$ cat config.mk
export PLATFORM = sky130hd
export DESIGN_NAME = cas_fsk_player
export DESIGN_NICKNAME = d
export VERILOG_FILES = /design/src/rtl/cas_pkg.sv /design/src/rtl/cas_bit_gen.sv /design/src/rtl/cas_fsk_player.sv
export SDC_FILE = /design/constraint.sdc
export NUM_CORES = 1
export LEC_CHECK = 0
export CORE_MARGIN = 2
export CORE_UTILIZATION = 23
export CTS_CLUSTER_SIZE = 25
export DETAILED_ROUTE_END_ITERATION = 6
export PLACE_DENSITY = 0.34
export SYNTH_ARGS = -nofsm -noshare
export SYNTH_HDL_FRONTEND = slang
export SYNTH_HIERARCHICAL = 1
export SYNTH_SLANG_ARGS = --single-unit
$ cat constraint.sdc
create_clock -name clk -period 7.7 [get_ports clk]
set_input_delay 2.31 -clock clk [delete_from_list [all_inputs] [get_ports clk]]
set_output_delay 2.31 -clock clk [all_outputs]
set_load 0.005 [all_outputs]
$ cat src/rtl/cas_pkg.sv
// rtl/cas_pkg.sv - shared types and helpers for the cassette FSK player
package cas_pkg;

  typedef enum logic [1:0] {
    KIND_DATA  = 2'd0,
    KIND_SHORT = 2'd1,
    KIND_LONG  = 2'd2,
    KIND_SIL   = 2'd3
  } kind_t;

  typedef enum logic [2:0] {
    ST_IDLE  = 3'd0,
    ST_TONE  = 3'd1,
    ST_SIL   = 3'd2,
    ST_START = 3'd3,
    ST_DATA  = 3'd4,
    ST_STOP  = 3'd5
  } state_t;

  typedef enum logic [1:0] {
    BV_ZERO = 2'd0,
    BV_ONE  = 2'd1,
    BV_SIL  = 2'd2
  } bitv_t;

  localparam int BITS_PER_BYTE = 11;

  // '0' is H H L L, '1' is H L H L, silence stays low
  function automatic logic quarter_level(input bitv_t v, input logic [1:0] idx);
    case (v)
      BV_ZERO: quarter_level = ~idx[1];
      BV_ONE:  quarter_level = ~idx[0];
      default: quarter_level = 1'b0;
    endcase
  endfunction

endpackage

$ cat src/rtl/cas_bit_gen.sv
// rtl/cas_bit_gen.sv - one FSK bit as four quarters of q ce ticks each
module cas_bit_gen
  import cas_pkg::*;
(
  input  logic       clk,
  input  logic       reset_n,
  input  logic       ce,
  input  logic       run,
  input  logic       bit_start,
  input  bitv_t      bit_val,
  input  logic [9:0] q,
  output logic       level,
  output logic       bit_done
);

  logic [9:0] r_cnt, w_cnt_n;
  logic [1:0] r_idx, w_idx_n;
  bitv_t      r_val, w_val_n;
  logic       r_active, w_active_n;
  logic       r_level;
  logic       w_tick;

  assign w_tick   = run & ce & r_active;
  assign bit_done = w_tick & (r_idx == 2'd3) & (r_cnt == 10'd0);
  assign level    = r_level;

  always_comb begin
    w_cnt_n    = r_cnt;
    w_idx_n    = r_idx;
    w_val_n    = r_val;
    w_active_n = r_active;
    if (bit_start) begin
      w_cnt_n    = q - 10'd1;
      w_idx_n    = 2'd0;
      w_val_n    = bit_val;
      w_active_n = 1'b1;
    end else if (w_tick) begin
      if (r_cnt != 10'd0) begin
        w_cnt_n = r_cnt - 10'd1;
      end else if (r_idx == 2'd3) begin
        w_idx_n    = 2'd0;
        w_active_n = 1'b0;
      end else begin
        w_cnt_n = q - 10'd1;
        w_idx_n = r_idx + 2'd1;
      end
    end
  end

  always_ff @(posedge clk or negedge reset_n) begin
    if (!reset_n) begin
      r_cnt    <= 10'd0;
      r_idx    <= 2'd0;
      r_val    <= BV_ZERO;
      r_active <= 1'b0;
      r_level  <= 1'b0;
    end else begin
      r_cnt    <= w_cnt_n;
      r_idx    <= w_idx_n;
      r_val    <= w_val_n;
      r_active <= w_active_n;
      // level is recomputed from the held position, so a frozen bit resumes where it stopped
      r_level  <= run & w_active_n & quarter_level(w_val_n, w_idx_n);
    end
  end

endmodule

$ cat src/rtl/cas_fsk_player.sv
// rtl/cas_fsk_player.sv - token stream to MSX cassette FSK audio, gated by the motor line
module cas_fsk_player
  import cas_pkg::*;
#(
  parameter int Q1200     = 745,
  parameter int Q2400     = 373,
  parameter int HDR_LONG  = 8000,
  parameter int HDR_SHORT = 2000,
  parameter int SIL_BITS  = 1200
) (
  input  logic       clk,
  input  logic       reset_n,
  input  logic       ce,
  input  logic       motor,
  input  logic       baud_2400,
  input  logic [7:0] s_data,
  input  logic [1:0] s_kind,
  input  logic       s_valid,
  output logic       s_ready,
  output logic       audio,
  output logic       busy
);

  localparam logic [9:0]  Q1200_W = 10'(Q1200);
  localparam logic [9:0]  Q2400_W = 10'(Q2400);
  localparam logic [14:0] HL_W    = 15'(HDR_LONG);
  localparam logic [14:0] HS_W    = 15'(HDR_SHORT);
  localparam logic [14:0] SIL_W   = 15'(SIL_BITS);
  localparam logic [14:0] BYTE_W  = 15'(BITS_PER_BYTE);

  state_t      r_state, w_state_n;
  logic [7:0]  r_shift, w_shift_n;
  logic [14:0] r_bit_cnt, w_bit_cnt_n;
  logic        r_baud, w_baud_n;
  logic        w_bit_start;
  bitv_t       w_bit_val;
  logic [9:0]  w_q;
  logic [14:0] w_hdr_bits;
  logic        w_bit_done;
  logic        w_level;

  assign s_ready = (r_state == ST_IDLE);
  assign busy    = (r_state != ST_IDLE);
  assign audio   = w_level;

  assign w_hdr_bits = (kind_t'(s_kind) == KIND_LONG) ? HL_W : HS_W;

  // r_bit_cnt holds the number of bits still to send after the current one
  always_comb begin
    w_state_n   = r_state;
    w_shift_n   = r_shift;
    w_bit_cnt_n = r_bit_cnt;
    w_baud_n    = r_baud;
    w_bit_start = 1'b0;
    w_bit_val   = BV_SIL;
    w_q         = r_baud ? Q2400_W : Q1200_W;
    if (r_state == ST_IDLE) begin
      if (s_valid) begin
        w_baud_n    = baud_2400;
        w_q         = baud_2400 ? Q2400_W : Q1200_W;
        w_shift_n   = s_data;
        w_bit_start = 1'b1;
        case (kind_t'(s_kind))
          KIND_DATA: begin
            w_state_n   = ST_START;
            w_bit_cnt_n = BYTE_W - 15'd1;
            w_bit_val   = BV_ZERO;
          end
          KIND_SHORT, KIND_LONG: begin
            w_state_n   = ST_TONE;
            w_bit_cnt_n = (baud_2400 ? (w_hdr_bits << 1) : w_hdr_bits) - 15'd1;
            w_bit_val   = BV_ONE;
          end
          default: begin
            w_state_n   = ST_SIL;
            w_bit_cnt_n = SIL_W - 15'd1;
            w_bit_val   = BV_SIL;
          end
        endcase
      end
    end else if (w_bit_done) begin
      if (r_bit_cnt == 15'd0) begin
        w_state_n = ST_IDLE;
      end else begin
        w_bit_cnt_n = r_bit_cnt - 15'd1;
        w_bit_start = 1'b1;
        case (r_state)
          ST_START: begin
            w_state_n = ST_DATA;
            w_bit_val = r_shift[0] ? BV_ONE : BV_ZERO;
          end
          ST_DATA: begin
            w_shift_n = r_shift >> 1;
            if (r_bit_cnt == 15'd2) begin
              w_state_n = ST_STOP;
              w_bit_val = BV_ONE;
            end else begin
              w_bit_val = r_shift[1] ? BV_ONE : BV_ZERO;
            end
          end
          ST_TONE, ST_STOP: w_bit_val = BV_ONE;
          default:          w_bit_val = BV_SIL;
        endcase
      end
    end
  end

  always_ff @(posedge clk or negedge reset_n) begin
    if (!reset_n) begin
      r_state   <= ST_IDLE;
      r_shift   <= 8'd0;
      r_bit_cnt <= 15'd0;
      r_baud    <= 1'b0;
    end else begin
      r_state   <= w_state_n;
      r_shift   <= w_shift_n;
      r_bit_cnt <= w_bit_cnt_n;
      r_baud    <= w_baud_n;
    end
  end

  cas_bit_gen u_bit_gen (
    .clk       (clk),
    .reset_n   (reset_n),
    .ce        (ce),
    .run       (motor),
    .bit_start (w_bit_start),
    .bit_val   (w_bit_val),
    .q         (w_q),
    .level     (w_level),
    .bit_done  (w_bit_done)
  );

endmodule

==> run metrics <==
Power Density 217 nW/um^2; synthesized flop and latch total 43; mux share of post-synthesis cell area around 4.8%; CTS root buf clkbuf_16; Synth Area in XOR/XNOR roughly 1.9%; Pre-antenna DRT Iters 4; first-pass GRT wire length around 13,000 microns; hold_buf cts 0; min-delay src r_baud; CP Capture Point u_bit_gen/r_cnt[3]; # DRC 0; clk_lat worst skew 0.29 ns; largest net degree at the start of global routing 44; largest family of logic cells by synthesized area compound AO/OA/AOI/OAI gates; crit path from motor; Arr. time, crit path 5.74 ns; r2r worst-path depth 12; RR Endpoint u_bit_gen/r_cnt[3]; Post-CTS Resized 0; die height about 120 microns; Setup crit end kind flop; FF-to-FF setup slack 3.51 ns; CTS tree done; routed vias/inst 4.60; maximum vdd drop ~0.092 mV; most numerous cell on the critical path inv_1; RSZ-0062 raised after global routing false; GRT Overall Usage between 10% and 20%; final setup TNS 0 ns; Via Count ~2.5k; total grt overflow 0; Site Rows between 40 and 50; compound-cell area share of the yosys netlist 23.5%; CP peak stage delay 0.55 ns; Die ar. 14,700 sq um; Post-CTS Setup Inserts 0; routed len/inst approximately 15 microns; ys flop type dfrtp_1; CP startpoint kind input pin; CP Class in -> reg; most common cell in the synthesized netlist dfrtp_1; pre-CTS setup slack between 1.5 and 2 ns; Final HPWL DP about 5700 microns; # nets final ~400; 1st-iter DRT viols 70; asr flop ratio synth 100%; Lkg Pwr 1.50 nW; Initial Utilization about a quarter; Avg Inst Size Synth around 9.1 sq um; post-synth top area cell dfrtp_1; Worst slew margin between 40% and 50%; Yosys top cell area share roughly a third; CTS H-Tree Depth 2; clock-pin slew on the worst setup and hold paths approximately 0.07 ns; gp weighted congestion 0.729; fin crit period 5.55 ns; clock sinks 43; core footprint approximately 13,000 sq um; CP max stage cell or4_1; Max-cap violations 0; fmax around 0.18 GHz; synth top area cells dfrtp_1 34%, ha_1 7.1%, mux2i_1 4.4%; synth unique cells 74; area of the multi-input gates ~1900 sq um; Post-synth EDFFs 0; cell count after synthesis 346; Final period util around 70%; Horiz. Die Dim 121 microns; worst-path cell chain clkdlybuf4s50_1 > nand3_1 > or4_1 > inv_1 > a31oi_4 > inv_2 > inv_1 > nand2_1 > o32a_1 > o21ai_0 > a32o_1; Final Hold Viols 0; Slew @ Worst Pin about 0.84 ns; Seq/Total Area, Yosys 34.0%; fin. max-slew vios 0; area grow syn2layout 16.4%; yosys warns 6; total CTS buffers 5; IO Pins 19; vias in the first global route about 2.5k; layout cells sized above 1 between 10% and 20%; Post-Synth Simple-Gate Area around 22%; worst flop-to-flop path startpoint u_bit_gen/r_cnt[0]; mapped cell area ~3200 sq um; worst path required time 7.88 ns; fillers around 1.4k; PnR worst setup slack 2.15 ns; Seq. cell area ~1100 sq um; Max FO, Critical Path 22; most frequent cells after synthesis 43 x dfrtp_1, 37 x nor2_1, 25 x nand2_1; setup violators final 0; skew final between 0.004 and 0.005 ns; class of the worst hold path reg -> reg; initial antenna violation count 0; final WL between 7000 and 8000 microns; IO buf count 18; diode count 0; Post-Synth Adder-Cell Area around 7.1%; antenna viol nets, final 0; status finished, final reports clean; Max clock buf depth 2
[how the worst min path moves through the flow]
stage                  to  slack (ns)  cells after the start
2_1_floorplan      r_baud        0.44                      2
3_3_place_gp       r_baud        0.46                      2
3_5_place_dp       r_baud        0.46                      2
4_1_cts            r_baud        0.48                      2
5_1_grt        r_shift[3]        0.51                      2
6_report           r_baud        0.47                      2
[critical path: cells and delay by family]
kind | cells | cell delay (ns)
buf+inv | 4 | 1.31
compound gates | 4 | 1.24
simple gates | 3 | 0.87
[where the power goes]
| part | total (W) | switching (W) | leakage (nW) | internal, W |
|---|---|---|---|---|
| Combinational | 0.000178 | 0.0000965 | 0.884 | 0.0000817 |
| Sequential | 0.000336 | 0.0000625 | 0.523 | 0.000273 |
| Clock | 0.000285 | 0.0000990 | 0.0900 | 0.000186 |
[cell type report]
cell class / count / share of cell area [%]
Multi-Input combinational cell: 274 / 52.0
Sequential cell: 43 / 29.2
Tap cell: 176 / 5.98
Timing Repair Buffer: 19 / 4.96
Clock buffer: 5 / 3.40
Inverter: 25 / 2.62
Clock inverter: 3 / 1.84
[cell usage in the layout (no fill, tap or decap), types with 3 or more instances in the layout]
cell / netlist / final
nor4_1: 6 / 6
nand3_1: 7 / 7
o22a_1: 7 / 7
nor2_1: 37 / 37
xor2_1: 5 / 5
ha_1: 18 / 18
inv_1: 23 / 23
nand2_1: 25 / 25
nor3_1: 6 / 6
conb_1: 2 / 14
dfrtp_1: 43 / 43
mux2i_1: 14 / 14
o21ai_1: 15 / 15
nor3_2: 3 / 3
o2bb2ai_1: 3 / 3
clkbuf_16: 0 / 5
a21oi_2: 3 / 3
o21ai_0: 12 / 12
a31oi_1: 9 / 9
a21oi_1: 18 / 18
nor2b_1: 7 / 7
and2_1: 3 / 3
and3_1: 3 / 3
clkdlybuf4s50_1: 0 / 17
[state kept, by name, indices dropped and copies added (netlist names)]
register and cells:
r_bit_cnt 15, u_bit_gen/r_cnt 10, r_shift 8, r_state 3, u_bit_gen/r_idx 2, u_bit_gen/r_val 2
r_baud 1, u_bit_gen/level 1, u_bit_gen/r_active 1
[kinds of logic after synthesis]
| logic type | after synthesis |
|---|---|
| and+or+nand+nor | 120 |
| AOI/OAI and AO/OA | 100 |
| DFF | 43 |
| buffers and inverters | 41 |
| adders and majority gates | 18 |
| muxes | 15 |
| xor gates and xnor gates | 7 |
| other | 2 |
[metal layers]
layer  vias up  track usage, %  share of wire, %
met5         -               0                 0
met4         0            3.66               1.4
met3         6            1.93               2.9
met2        31            17.8                44
met1      1183            16.9                52
li1       1289               -                 -
[through the flow]
| stage | hold WS, ns | instances | util (%) | instance area (sq um) | total power, W |
|---|---|---|---|---|---|
| after floorplan | 0.442 | 358 | - | 3210 | 0.000464 |
| after global placement | 0.456 | 537 | 26.1 | 3490 | 0.000521 |
| after detailed placement | 0.464 | 537 | 26.1 | 3490 | 0.000520 |
| after CTS | 0.479 | 545 | 27.6 | 3680 | 0.000810 |
| after global routing | 0.514 | 545 | 27.6 | 3680 | 0.000856 |
| final | 0.472 | 545 | 27.6 | 3680 | 0.000799 |
Note: power is estimated with default switching activity, not from simulation.
